### src/rtl/tcdm_responder.sv
`default_nettype none
// ============================================================================
// Module      : tcdm_responder
// Description : Target-side responder. Registers single-word requests into a
//               one-entry stage, issues them to one of BankingFactor TCDM
//               banks and returns in-order responses (vld/rdata/err).
// Revision    : 1.0 - initial release
// ============================================================================
module tcdm_responder #(
    parameter int unsigned BankingFactor = 16,
    parameter int unsigned DataWidth     = 32,
    parameter int unsigned AddrWidth     = 32,
    parameter int unsigned TCDMAddrWidth = 14,
    parameter logic [DataWidth-1:0] ErrData = 32'hBADCAB1E,
    localparam int unsigned BeWidth      = DataWidth / 8
) (
    input  logic                                   clk_i,
    input  logic                                   rst_ni,
    input  logic                                   core_data_req_i,
    input  logic [AddrWidth-1:0]                   core_data_addr_i,
    input  logic                                   core_data_wen_i,
    input  logic [DataWidth-1:0]                   core_data_wdata_i,
    input  logic [BeWidth-1:0]                     core_data_be_i,
    output logic                                   core_data_gnt_o,
    output logic                                   core_data_vld_o,
    output logic [DataWidth-1:0]                   core_data_rdata_o,
    output logic                                   core_data_err_o,
    output logic [BankingFactor-1:0]               mem_req_o,
    input  logic [BankingFactor-1:0]               mem_gnt_i,
    output logic [BankingFactor*TCDMAddrWidth-1:0] mem_addr_o,
    output logic [BankingFactor-1:0]               mem_wen_o,
    output logic [BankingFactor*DataWidth-1:0]     mem_wdata_o,
    output logic [BankingFactor*BeWidth-1:0]       mem_be_o,
    input  logic [BankingFactor*DataWidth-1:0]     mem_rdata_i,
    output logic                                   busy_o
);

    localparam int unsigned BANK_SEL  = $clog2(BankingFactor);
    localparam int unsigned ROW_W     = TCDMAddrWidth - 2;
    localparam int unsigned ROW_LSB   = 2 + BANK_SEL;
    localparam int unsigned RANGE_LSB = ROW_LSB + ROW_W;

    // Request decode
    logic [BANK_SEL-1:0] w_req_bank;
    logic [ROW_W-1:0]    w_req_row;
    logic                w_req_err;
    logic                w_unused_addr;

    assign w_req_bank    = core_data_addr_i[2 +: BANK_SEL];
    assign w_req_row     = core_data_addr_i[ROW_LSB +: ROW_W];
    assign w_unused_addr = ^core_data_addr_i[1:0];

    if (AddrWidth > RANGE_LSB) begin : g_range_chk
        assign w_req_err = |core_data_addr_i[AddrWidth-1:RANGE_LSB];
    end else begin : g_range_none
        assign w_req_err = 1'b0;
    end

    // Request stage
    logic                 r_stage_valid;
    logic [BANK_SEL-1:0]  r_stage_bank;
    logic [ROW_W-1:0]     r_stage_row;
    logic                 r_stage_wen;
    logic [DataWidth-1:0] r_stage_wdata;
    logic [BeWidth-1:0]   r_stage_be;
    logic                 r_stage_err;

    // Response register
    logic                 r_resp_valid;
    logic [BANK_SEL-1:0]  r_resp_bank;
    logic                 r_resp_wen;
    logic                 r_resp_err;

    logic [1:0]           r_count;

    logic w_issue_en;
    logic w_stage_issue;
    logic w_resp_blocked;
    logic w_gnt;

    // Kept as a hook: a single stage bounds outstanding requests to two.
    assign w_resp_blocked = 1'b0;

    assign w_issue_en    = r_stage_valid && !r_stage_err;
    assign w_stage_issue = r_stage_valid && (r_stage_err || mem_gnt_i[r_stage_bank]);
    assign w_gnt         = rst_ni && core_data_req_i
                           && (!r_stage_valid || w_stage_issue) && !w_resp_blocked;

    assign core_data_gnt_o = w_gnt;

    always_ff @(posedge clk_i or negedge rst_ni) begin
        if (!rst_ni) begin
            r_stage_valid <= 1'b0;
            r_stage_bank  <= '0;
            r_stage_row   <= '0;
            r_stage_wen   <= 1'b0;
            r_stage_wdata <= '0;
            r_stage_be    <= '0;
            r_stage_err   <= 1'b0;
        end else if (w_gnt) begin
            r_stage_valid <= 1'b1;
            r_stage_bank  <= w_req_bank;
            r_stage_row   <= w_req_row;
            r_stage_wen   <= core_data_wen_i;
            r_stage_wdata <= core_data_wdata_i;
            r_stage_be    <= core_data_be_i;
            r_stage_err   <= w_req_err;
        end else if (w_stage_issue) begin
            r_stage_valid <= 1'b0;
        end
    end

    always_ff @(posedge clk_i or negedge rst_ni) begin
        if (!rst_ni) begin
            r_resp_valid <= 1'b0;
            r_resp_bank  <= '0;
            r_resp_wen   <= 1'b0;
            r_resp_err   <= 1'b0;
        end else begin
            r_resp_valid <= w_stage_issue;
            if (w_stage_issue) begin
                r_resp_bank <= r_stage_bank;
                r_resp_wen  <= r_stage_wen;
                r_resp_err  <= r_stage_err;
            end
        end
    end

    // Bank fan-out; unselected banks see all-zero ports
    logic [DataWidth-1:0] w_rdata_bank [BankingFactor];

    for (genvar b = 0; b < BankingFactor; b++) begin : g_bank
        localparam logic [BANK_SEL-1:0] BANK_IDX = BANK_SEL'(b);
        logic w_sel;
        assign w_sel           = w_issue_en && (r_stage_bank == BANK_IDX);
        assign mem_req_o[b]    = w_sel;
        assign mem_wen_o[b]    = w_sel && r_stage_wen;
        assign mem_addr_o[b*TCDMAddrWidth +: TCDMAddrWidth] = w_sel ? {r_stage_row, 2'b00} : '0;
        assign mem_wdata_o[b*DataWidth +: DataWidth]        = w_sel ? r_stage_wdata : '0;
        assign mem_be_o[b*BeWidth +: BeWidth]               = w_sel ? r_stage_be : '0;
        assign w_rdata_bank[b] = mem_rdata_i[b*DataWidth +: DataWidth];
    end

    always_comb begin
        core_data_rdata_o = '0;
        core_data_err_o   = 1'b0;
        if (r_resp_valid) begin
            if (r_resp_err) begin
                core_data_rdata_o = ErrData;
                core_data_err_o   = 1'b1;
            end else if (!r_resp_wen) begin
                core_data_rdata_o = w_rdata_bank[r_resp_bank];
            end
        end
    end

    assign core_data_vld_o = r_resp_valid;

    always_ff @(posedge clk_i or negedge rst_ni) begin
        if (!rst_ni) begin
            r_count <= 2'd0;
        end else begin
            case ({w_gnt, r_resp_valid})
                2'b10:   r_count <= r_count + 2'd1;
                2'b01:   r_count <= r_count - 2'd1;
                default: r_count <= r_count;
            endcase
        end
    end

    assign busy_o = (r_count != 2'd0);

`ifndef SYNTHESIS
    always @(posedge clk_i) begin
        if (rst_ni) begin
            a_count_max : assert (r_count <= 2'd2);
            a_req_onehot : assert ($onehot0(mem_req_o));
        end
    end
`endif

endmodule
`default_nettype wire
### config.mk
export PLATFORM = sky130hd
export DESIGN_NAME = tcdm_responder
export DESIGN_NICKNAME = d
export VERILOG_FILES = /design/src/rtl/tcdm_responder.sv
export SDC_FILE = /design/constraint.sdc
export NUM_CORES = 1
export LEC_CHECK = 0
export BUFFER_PORTS_ARGS = -buffer_cell sky130_fd_sc_hd__buf_2
export CORE_AREA = 2 2 567 569
export CTS_BUF_LIST = sky130_fd_sc_hd__clkbuf_4 sky130_fd_sc_hd__clkbuf_8
export CTS_CLUSTER_DIAMETER = 120
export DETAILED_ROUTE_END_ITERATION = 10
export DIE_AREA = 0 0 569 571
export PLACE_DENSITY = 0.3
export SLEW_MARGIN = 40
export SYNTH_ARGS = -nofsm -noshare
export SYNTH_HDL_FRONTEND = slang
export SYNTH_SLANG_ARGS = --single-unit
### constraint.sdc
create_clock -name clk_i -period 7.1 [get_ports clk_i]
set_clock_uncertainty 0.15 [all_clocks]
set_input_delay 0.355 -clock clk_i [delete_from_list [all_inputs] [get_ports clk_i]]
set_output_delay 0.355 -clock clk_i [all_outputs]
set_load 0.05 [all_outputs]
Yosys cells after proc, flatten, opt, wreduce, memory -nomap -nowiden
Index checks and enable logic that the tools add are counted.
{"block": "totals", "regBits": 64, "input_bits": 600, "output_inout_bits": 868, "wordCells": 140}
{"block": "classes", "add_sub_neg": 2, "n_lt_le_gt_ge": 2, "n_eq_ne": 17, "n_mux": 61, "n_bitwise": 1, "reduce_logical": 45}
{"operator": "$mux W32", "count": 21}
{"operator": "$mux W14", "count": 16}
{"operator": "$bmux W32 S4", "count": 1}
{"operator": "$mux W4", "count": 16}
{"operator": "$logic_and A1 B1 Y1", "count": 36}
{"operator": "$eq A4 B4 Y1 const B", "count": 8}
{"operator": "$eq A4 B3 Y1 const B", "count": 4}
{"operator": "$reduce_or A14 Y1", "count": 1}
{"operator": "$eq A4 B2 Y1 const B", "count": 2}
{"operator": "$reduce_bool A2 Y1", "count": 3}
{"operator": "$ge A5 B5 Y1 const B", "count": 1}
{"operator": "$lt A4 B5 Y1 const B", "count": 1}
{"operator": "$mux W1", "count": 5}
{"operator": "$not A4 Y5", "count": 1}
{"operator": "$bmux W1 S4", "count": 1}
{"operator": "$eq A4 B1 Y1 const B", "count": 1}
{"operator": "$logic_not A4 Y1", "count": 1}
{"operator": "$pmux W2 S2", "count": 1}
{"operator": "$add A2 B1 Y2 const B", "count": 1}
{"operator": "$eq A2 B1 Y1 const B", "count": 1}
{"operator": "$eq A2 B2 Y1 const B", "count": 1}
{"operator": "$logic_not A1 Y1", "count": 2}
{"operator": "$logic_or A1 B1 Y1", "count": 2}
{"operator": "$sub A2 B1 Y2 const B", "count": 1}

Logic depth before layout (Yosys ltp)
Gate-level depths: netlist of the first run.
{"block": "depth", "word_depth": 8, "ltp_mapped": 11}

Worst setup path after synthesis of the first run
No wires, ideal clock.
{"block": "synth_timing", "path_kind": "reg-to-output", "startpoint": "register r_resp_valid (netlist: core_data_vld_o)", "endpoint": "output port core_data_rdata_o[11]", "arrival_ps": 2385, "path_slack_ps": 4210, "stages_incl_launch_ff": 5, "n_path_buf": 2, "path_cell_list": "dfrtp_1 > or3b_2 > buf_1 > clkbuf_1 > o221ai_1"}
{"block": "synth_via", "elab_chain_len": 1}
{"element": "start, declared", "line": "69", "text": "logic r_resp_valid;"}
{"element": "start signal, assigned", "line": "120", "text": "r_resp_valid <= w_stage_issue;"}
{"element": "$mux W32", "line": "147", "text": "if (r_resp_valid) begin"}
{"element": "end, declared", "line": "26", "text": "output logic [DataWidth-1:0] core_data_rdata_o,"}
No other way between the ends.

Worst setup path after layout of the first run
{"block": "layout_timing", "startpoint": "register r_resp_bank[0]", "endpoint": "output port core_data_rdata_o[28]"}
{"block": "layout_via", "elab_chain_len": 7}
{"element": "start, declared", "line": "70", "text": "logic [BANK_SEL-1:0] r_resp_bank;"}
{"element": "start signal, assigned", "line": "122", "text": "r_resp_bank <= r_stage_bank;"}
{"element": "$not A4 Y5 (not written as such)", "line": "152", "text": "core_data_rdata_o = w_rdata_bank[r_resp_bank];"}
{"element": "$bmux W32 S4", "line": "152"}
{"element": "$mux W32 (not written as such) (2 in series)", "line": "152"}
{"element": "$mux W32", "line": "151", "text": "end else if (!r_resp_wen) begin"}
{"element": "$mux W32", "line": "148", "text": "if (r_resp_err) begin"}
{"element": "$mux W32", "line": "147"}
No other way between the ends. The select of a mux whose other input is x is not followed.

==> metrics, run 1 <==
result of the run finished clean; overflow left after global routing 0; EDFF count, synth 0; top cell type's share of synthesized area 38.47%; Root Buffer clkbuf_8; die area 324900 um2; Reg power frac 22.8%; final hold viol count 0; switching share of power 59.52%; Seq/Total Area, Yosys 12.55%; cell area after layout 25660 um2; final setup margin 2.840 ns; count leader, synth and2_1; CP cell instances buf_12, mux4_2, mux2i_1, o221ai_1, buf_2; reg2reg end r_stage_wdata[19]; Syn Std Cell Area 12770 um2; gpl congestion 0.8424; CP arrival 3.76 ns; RSZ-0062 raised after global routing false; via/cell ratio 2.465; FF+latch area 1644 um2; total power 5058 uW; vias in the first global route 16471; IO Count 1468; H-tree depth 3; cts-stage hold buffer count 54; crit path kind reg -> out; Nets 3372; first-pass GRT wire length 176800 um; length of the first detailed-routing pass in iterations 5; post-synth top area cell and2_1; DP Worst Slack 3.212 ns; slowest cell on the critical path mux4_2; WL per Instance 20.81 um; CP Max Fanout 65; Hold/Removal Path Class in -> reg; switching power of the nets 3011 uW; Slew headroom 36.90%; Die Height 571 um; CTS sink count 64; Final Cycle Share 60.00%; Layout area overhead 101.0%; Async SR Flop Fraction 100.0%; Tmin final 4.260 ns; clk_lat worst skew 0.46 ns; Post-CTS Setup Inserts 0; Avg Inst Size Synth 8.940 um2; worst path bufs/invs 2; static leakage 0.01252 uW; Synth Area in Simple Gates 41.39%; post-synthesis compound-gate area fraction 2.127%; Least-Margin Pin Slew 0.9465 ns; mux contribution to synthesized area 34.88%; die width 569 um; clock share of power 7.0%; Commonest cells post-synth 785 x and2_1, 150 x clkbuf_1, 141 x mux4_2; combinational cell fraction of total power 70.2%; worst reg2reg setup slack 3.51 ns; drt drc 0; initial antenna violation count 125; xor/xnor share of the synthesized area 0.2058%; post-DP HPWL 124700 um; Final Max Slew Viols 0; area of the multi-input gates 10280 um2; initial DRC count 861; delay-heaviest family, CP multiplexers; crit path capture type output pin; power per cell area 197.1 nW/um2; TritonCTS buffer count 9; Syn. warnings 0; final setup violation count 0; Max Root-Sink Buffers 2; worst path required time 6.59 ns; CP startpoint kind register; post-CTS resize count 0; critical hold path startpoint core_data_req_i; Worst VDD drop 161.0 uV; Total Wirelength 146400 um; number of core rows 208; largest cells by area after synthesis and2_1 38%, mux4_2 25%, dfrtp_1 13%; vias 17336; area of the core 319300 um2; Post-DP Area 24800 um2; clk slew on worst S/H paths 0.12 ns; pin count of the biggest net entering global routing 71; Fin Setup TNS 0 ns; post-synthesis register bit count 64; Hold Path Depth 3; proportion of layout cells with a drive suffix above 1 62.75%; gr usage total 8.414%; TritonCTS clock tree yes; R2R Path Start r_stage_bank[1]; Synth cell types 43; max incr delay on CP 0.75 ns; ANT nets after route 0; Max-cap violations 0; Starting Density 3.998%; f_max 0.2347 GHz; P_int 2047 uW; worst r2r path cells 7; Synth Area in Adders 0.09801%; Port Buffers 1433; prevailing post-synth register cell dfrtp_1; main combinational cell family by area after synthesis simple AND/OR/NAND/NOR gates; Min-Delay Endpoint r_stage_valid; fillers 37539; Post-Synthesis Cells 1428
[area by class of cell]
cell class                      instances  share of cell area [%]
Multi-Input combinational cell       1164                   40.05
Timing Repair Buffer                 1530                   31.80
Tap cell                             4200                   20.48
Sequential cell                        64                   6.406
Antenna cell                           58                  0.5655
Clock buffer                            9                  0.4826
Clock inverter                          7                  0.1853
Inverter                                2                 0.02925
[power groups by stage]
stage	Sequential, uW	Clock (uW)	Combinational, uW
after floorplan	572	0	2550
after global placement	1160	0	3600
after detailed placement	1180	0	3600
after CTS	1180	420	3640
after global routing	1200	420	3770
final	1150	353	3550
[registers in the layout (all words and copies together) (netlist names)]
register / flops
r_resp_wen: 1
r_stage_bank: 4
r_count: 2
r_resp_err: 1
r_resp_bank: 4
core_data_vld_o: 1
r_stage_err: 1
r_stage_be: 4
r_stage_wdata: 32
r_stage_valid: 1
r_stage_wen: 1
r_stage_row: 12
[how the worst max path moves through the flow]
stage | from | end | slack (ns) | depth (start not counted)
global route | r_resp_bank[0] | core_data_rdata_o[28] | 2.56 | 5
floorplan | core_data_vld_o | core_data_rdata_o[11] | 4.21 | 4
finish | r_resp_bank[0] | core_data_rdata_o[28] | 2.84 | 5
CTS | r_stage_valid | mem_wdata_o[148] | 2.69 | 6
global placement | r_stage_bank[3] | mem_wdata_o[431] | 3.11 | 5
detailed placement | r_stage_bank[1] | r_stage_wdata[19] | 3.21 | 7
[cells in the final DEF (no fill, tap or decap), types with 3 or more instances in the layout]
master / instances
and2_1: 785
buf_12: 4
buf_2: 1432
buf_4: 33
buf_8: 4
clkbuf_8: 9
clkinv_2: 3
conb_1: 32
dfrtp_1: 36
dfrtp_2: 25
dfrtp_4: 3
diode_2: 58
dlygate4sd3_1: 54
mux2_2: 11
mux2_4: 48
mux2i_1: 41
mux4_2: 141
nand2_1: 9
nand3_1: 3
nand3b_1: 4
nor2_1: 5
nor2_4: 12
nor2b_1: 17
nor3_2: 4
o221ai_1: 19
[tightest hold or removal path, cell delays in order]
cell	delay (ns)
buf_2	0.07
nand2_1	0.18
nand2_1	0.12
[stage by stage]
| stage | hold slack, ns | std cells | utilization (%) |
|---|---|---|---|
| final | 0.1498 | 7034 | 8.037 |
| after global routing | 0.1135 | 6998 | 8.009 |
| after CTS | 0.05076 | 6976 | 7.989 |
| after detailed placement | 0.2985 | 6906 | 7.766 |
| after global placement | 0.2969 | 6898 | 7.709 |
| after floorplan | -0.09059 | 1459 | - |
[layer usage]
metal	track usage [%]	up-vias	routed length (um)
li1	-	7462	-
met1	8.634	8226	50820
met2	16.25	1341	77930
met3	1.930	277	11390
met4	3.349	30	6071
met5	0	-	204
[cell families (layout without fill, tap and decap cells)]
logic type               count (synthesis)  after routing
other                                    1             90
adder cells (fa/ha/maj)                  1              1
XOR/XNOR                                 3              3
buffers and inverters                  231           1548
flip-flops                              64             64
AO/OA/AOI/OAI                           31             31
AND/OR/NAND/NOR                        854            854
multiplexers                           243            243
(Power assumes the default switching activity.)
==> inputs of run 2 (changes only) <==
--- a/config.mk
+++ b/config.mk
@@ -6,11 +6,11 @@
 export NUM_CORES = 1
 export LEC_CHECK = 0
 export BUFFER_PORTS_ARGS = -buffer_cell sky130_fd_sc_hd__buf_2
-export CORE_AREA = 2 2 567 569
+export CORE_AREA = 2 2 566 568
 export CTS_BUF_LIST = sky130_fd_sc_hd__clkbuf_4 sky130_fd_sc_hd__clkbuf_8
 export CTS_CLUSTER_DIAMETER = 120
 export DETAILED_ROUTE_END_ITERATION = 10
-export DIE_AREA = 0 0 569 571
+export DIE_AREA = 0 0 568 570
 export PLACE_DENSITY = 0.3
 export SLEW_MARGIN = 40
 export SYNTH_ARGS = -nofsm -noshare
==> constraint.sdc (replaced) <==
create_clock -name clk_i -period 3.5 [get_ports clk_i]
set_clock_uncertainty 0.15 [all_clocks]
set_input_delay 0.175 -clock clk_i [delete_from_list [all_inputs] [get_ports clk_i]]
set_output_delay 0.175 -clock clk_i [all_outputs]
set_load 0.05 [all_outputs]
==> run 2 against run 1 <==
Critical path depth grew 2. Global-route usage grew 0.51 points. Cell count grew 0.38%. Total power grew 110%. Sequential cell count is the same. Wire length grew 5.3%. Clock power grew 120%. Combinational power grew 110%.
==> metrics, run 2 (synthesis results as in run 1) <==
Nets 3404; ANT nets after route 0; CP Max Fanout 36; Largest register FFs 32; length of the first detailed-routing pass in iterations 7; Layout area overhead 104.8%; Final Max Slew Viols 0; clk slew on worst S/H paths 0.12 ns; max incr delay on CP 0.59 ns; crit path kind reg -> out; vias in the first global route 17045; RSZ-0062 raised after global routing false; vias 17703; CTS sink count 64; combinational cell fraction of total power 71.4%; crit path capture type output pin; result of the run finished clean; Post-DP Area 25120 um2; die area 323800 um2; largest register by flop count r_stage_wdata; IO Count 1468; Tmin final 3.266 ns; Cells after DPL 6911; switching power of the nets 6139 uW; final setup violation count 0; overflow left after global routing 0; CP cell instances nor2b_4, or3b_2, nor3_2, buf_12, buf_4, and2_1, buf_2; proportion of layout cells with a drive suffix above 1 63.32%; most frequent cells in the layout 1429 x buf_2, 785 x and2_1, 141 x mux4_2; f_max 0.3062 GHz; slowest cell on the critical path or3b_2; Slew headroom 32.92%; Port Buffers 1433; TritonCTS buffer count 9; H-tree depth 3; Reg power frac 21.5%; Total Wirelength 154200 um; WL per Instance 21.84 um; post-DP HPWL 132000 um; pin count of the biggest net entering global routing 51; Final Cycle Share 93.31%; gpl congestion 0.9193; clk_lat worst skew 0.46 ns; worst path bufs/invs 3; power per cell area 408.6 nW/um2; Root Buffer clkbuf_8; initial DRC count 1142; TritonCTS clock tree yes; fin cells 7061; Fin Setup TNS 0 ns; switching share of power 57.47%; via/cell ratio 2.507; delay-heaviest family, CP simple AND/OR/NAND/NOR gates; initial antenna violation count 152; Die Height 570 um; Max-cap violations 0; CP arrival 2.94 ns; Max Root-Sink Buffers 2; drt drc 0; most common cell after layout, fill and taps aside buf_2; clock share of power 7.2%; Starting Density 4.024%; cell area after layout 26140 um2; Worst VDD drop 279.5 uV; Hold/Removal Path Class in -> reg; top flop regs r_stage_wdata (32), r_stage_row (12); area of the core 317300 um2; first-pass GRT wire length 186800 um; die width 568 um; CP startpoint kind register; P_int 4543 uW; final hold viol count 0; number of core rows 207; gr usage total 8.925%; static leakage 0.01273 uW; worst path required time 3.17 ns; Least-Margin Pin Slew 1.006 ns
## run 2: area by class of cell
type / count / area [um2]
fill: 37269 / 291100
multi-input combinational: 1164 / 10280
timing repair buffer: 1562 / 8605
tap: 4180 / 5230
sequential: 64 / 1654
antenna: 73 / 182.7
clock buffer: 10 / 137.6
clock inverter: 6 / 42.54
inverter: 2 / 7.507
## run 2: power by group through the flow
stage               logic (uW)  registers [uW]  clock network (uW)
global route              8050            2360                 878
finish                    7630            2290                 764
CTS                       7710            2330                 886
detailed placement        7500            2430                   0
global placement          7440            2420                   0
floorplan                 5160            1160                   0
## run 2: worst paths after layout
path	cells past startpoint	slack, ns	to	start
hold / removal	5	0.16	r_stage_err	core_data_addr_i[18]
setup reg to reg	9	0.42	r_stage_wdata[19]	r_stage_bank[1]
setup / recovery	7	0.23	mem_wdata_o[8]	r_stage_valid
min in group asynchronous	3	0.40	r_stage_wdata[26]	rst_ni
max in group asynchronous	4	1.92	r_stage_wdata[20]	rst_ni
hold reg to reg	1	0.33	r_count[1]	r_count[1]
## run 2: timing repair
item | 4_1_cts | 5_1_grt
setup buffers | 2 | 3
endpoints found under the hold margin | 86 | 0
hold buffers | 55 | 0
pin swaps | 1 | 2
endpoints found under the setup margin | 10 | 4
gates resized for setup | 3 | 1
## run 2: through the flow
| stage | power [uW] | setup WS (ns) | util, % | hold WS (ns) |
|---|---|---|---|---|
| after floorplan | 6324 | 0.7896 | - | -0.2706 |
| after global placement | 9864 | 0.1313 | 7.901 | 0.2578 |
| after detailed placement | 9935 | 0.1330 | 7.917 | 0.2589 |
| after CTS | 10930 | 0.04416 | 8.158 | 0.05644 |
| after global routing | 11290 | 0.05112 | 8.209 | 0.1342 |
| final | 10680 | 0.2341 | 8.240 | 0.1567 |
## run 2: worst reg2reg max path, delay by kind of cell (launching register included)
kind                   cells  cell delay [ns]
AOI/OAI and AO/OA          2             0.44
and+or+nand+nor            1             0.29
muxes                      2             0.74
buffers and inverters      4             0.79
DFF                        1             0.56
## run 2: metal layers
metal | vias up | track usage, % | wire length, um
met5 | - | 0 | 277
met4 | 40 | 3.564 | 6770
met3 | 316 | 1.886 | 12380
met2 | 1416 | 17.23 | 82100
met1 | 8381 | 9.258 | 52680
li1 | 7550 | - | -
==> inputs of run 3 (changes only) <==
--- a/config.mk
+++ b/config.mk
@@ -11,7 +11,9 @@
 export CTS_CLUSTER_DIAMETER = 120
 export DETAILED_ROUTE_END_ITERATION = 10
 export DIE_AREA = 0 0 568 570
+export GPL_TIMING_DRIVEN = 0
 export PLACE_DENSITY = 0.3
+export REMOVE_ABC_BUFFERS = 1
 export SLEW_MARGIN = 40
 export SYNTH_ARGS = -nofsm -noshare
 export SYNTH_HDL_FRONTEND = slang
==> run 3 against run 2 <==
Clock-buffer cell count shrank 1. Utilization grew 0.53 points. Clock power grew 18%. Non-clock buffer count grew 64. Register-to-register slack lost 0.13 ns. Sequential share of layout area shrank 0.37 points. Sequential cell count is the same. Final area grew 6.5%. Via count grew 0.12%. Total power grew 9.8%. Critical path depth is the same. Combinational power grew 13%. Critical path type unchanged. Largest power group unchanged.
==> metrics, run 3 (synthesis results as in run 1) <==
worst path required time 3.17 ns; TritonCTS clock tree yes; TritonCTS buffer count 9; proportion of layout cells with a drive suffix above 1 64.21%; number of core rows 207; CP startpoint kind register; met3 Use GR 2.159%; CP Max Fanout 29; Final Cycle Share 97.39%; die width 568 um; largest register by flop count r_stage_wdata; hold_ws 0.1420 ns; fillers 37273; Layout area overhead 118.0%; Max-cap violations 0; fin util 8.773%; post-DP HPWL 131300 um; most common cell after layout, fill and taps aside buf_2; area of the core 317300 um2; static leakage 0.01343 uW; gr usage total 8.874%; Root Buffer clkbuf_8; gpl congestion 0.9429; most frequent cells in the layout 1398 x buf_2, 785 x and2_1, 141 x mux4_2; die area 323800 um2; Max Root-Sink Buffers 2; Port Buffers 1433; WL per Instance 21.27 um; Slew headroom 41.60%; ANT nets after route 0; CP cell instances buf_12, buf_16, buf_16, mux4_2, mux4_2, nor2b_4, buf_8; max incr delay on CP 0.54 ns; result of the run finished clean; via/cell ratio 2.482; Largest register FFs 32; final setup margin 0.09120 ns; H-tree depth 3; power per cell area 421.3 nW/um2; Least-Margin Pin Slew 0.8761 ns; DP Worst Slack -1.169 ns; clk_lat worst skew 0.47 ns; length of the first detailed-routing pass in iterations 5; vias 17725; initial DRC count 930; vias in the first global route 17115; f_max 0.2934 GHz; crit path kind reg -> out; met2 GRT Util 16.13%; pin count of the biggest net entering global routing 47; Starting Density 4.024%; routing usage on met1 9.252%; final setup violation count 0; total power 11730 uW; top flop regs r_stage_wdata (32), r_stage_row (12); Hold/Removal Path Class in -> reg; Die Height 570 um; final hold viol count 0; slowest cell on the critical path mux4_2; fin cells 7141; drt drc 0; IO Count 1468; Nets 3468; Cells after DPL 6950; crit path capture type output pin; clk slew on worst S/H paths 0.12 ns; Worst VDD drop 410.2 uV; CP arrival 3.08 ns; Tmin final 3.409 ns; overflow left after global routing 0; Total Wirelength 151900 um; Top Usage Layer GRT met2; initial antenna violation count 111; first-pass GRT wire length 186100 um; CTS sink count 64; Final Max Slew Viols 0
==> run 3: cell type report <==
cell class                 count  area [um2]  area share [%]
antenna                       89       222.7          0.8001
multi-input combinational   1164       10380           37.28
inverter                       2       7.507         0.02697
clock inverter                 7       102.6          0.3686
tap                         4180        5230           18.79
sequential                    64        1659           5.961
timing repair buffer        1626       10110           36.33
clock buffer                   9       123.9          0.4450
==> run 3: timing repair <==
action,4_1_cts,5_1_grt
setup endpoints to repair,292,10
resized for setup,97,6
setup buffers,39,2
pin swaps,7,2
endpoints found under the hold margin,118,0
gates cloned,6,1
hold buffers,57,0
==> run 3: stage by stage <==
| stage | setup TNS [ns] | area (um2) |
|---|---|---|
| after floorplan | -315.49 | 11780 |
| after global placement | -3551.61 | 24180 |
| after detailed placement | -35.24 | 26020 |
| after CTS | -0.08387 | 27590 |
| after global routing | -0.004243 | 27730 |
| final | 0 | 27830 |
==> run 3: layer usage <==
metal	vias up	wire length, um
met5	-	202
met4	30	9675
met3	286	12170
met2	1347	76810
met1	8385	53050
li1	7677	-
==> run 3: worst paths after layout <==
kind / from / to / slack (ns) / depth (start not counted)
min in group asynchronous: rst_ni / r_stage_row[0] / 0.63 / 4
min reg2reg: r_count[1] / r_count[1] / 0.32 / 1
max reg2reg: r_stage_bank[1] / r_stage_row[8] / 0.29 / 10
min: core_data_addr_i[18] / r_stage_err / 0.14 / 5
max: r_resp_bank[1] / core_data_rdata_o[16] / 0.09 / 7
max in group asynchronous: rst_ni / r_stage_wdata[19] / 2.13 / 4
==> run 3: critical path, delay by kind of cell (launching register included) <==
family                 cells  cell delay, ns
and+or+nand+nor            1            0.15
muxes                      2            1.05
DFF                        1            0.47
buffers and inverters      4            0.81
==> run 3: where the power goes <==
part	internal [uW]	switching, uW
Clock	408	494
Combinational	3850	4780
Sequential	962	1240
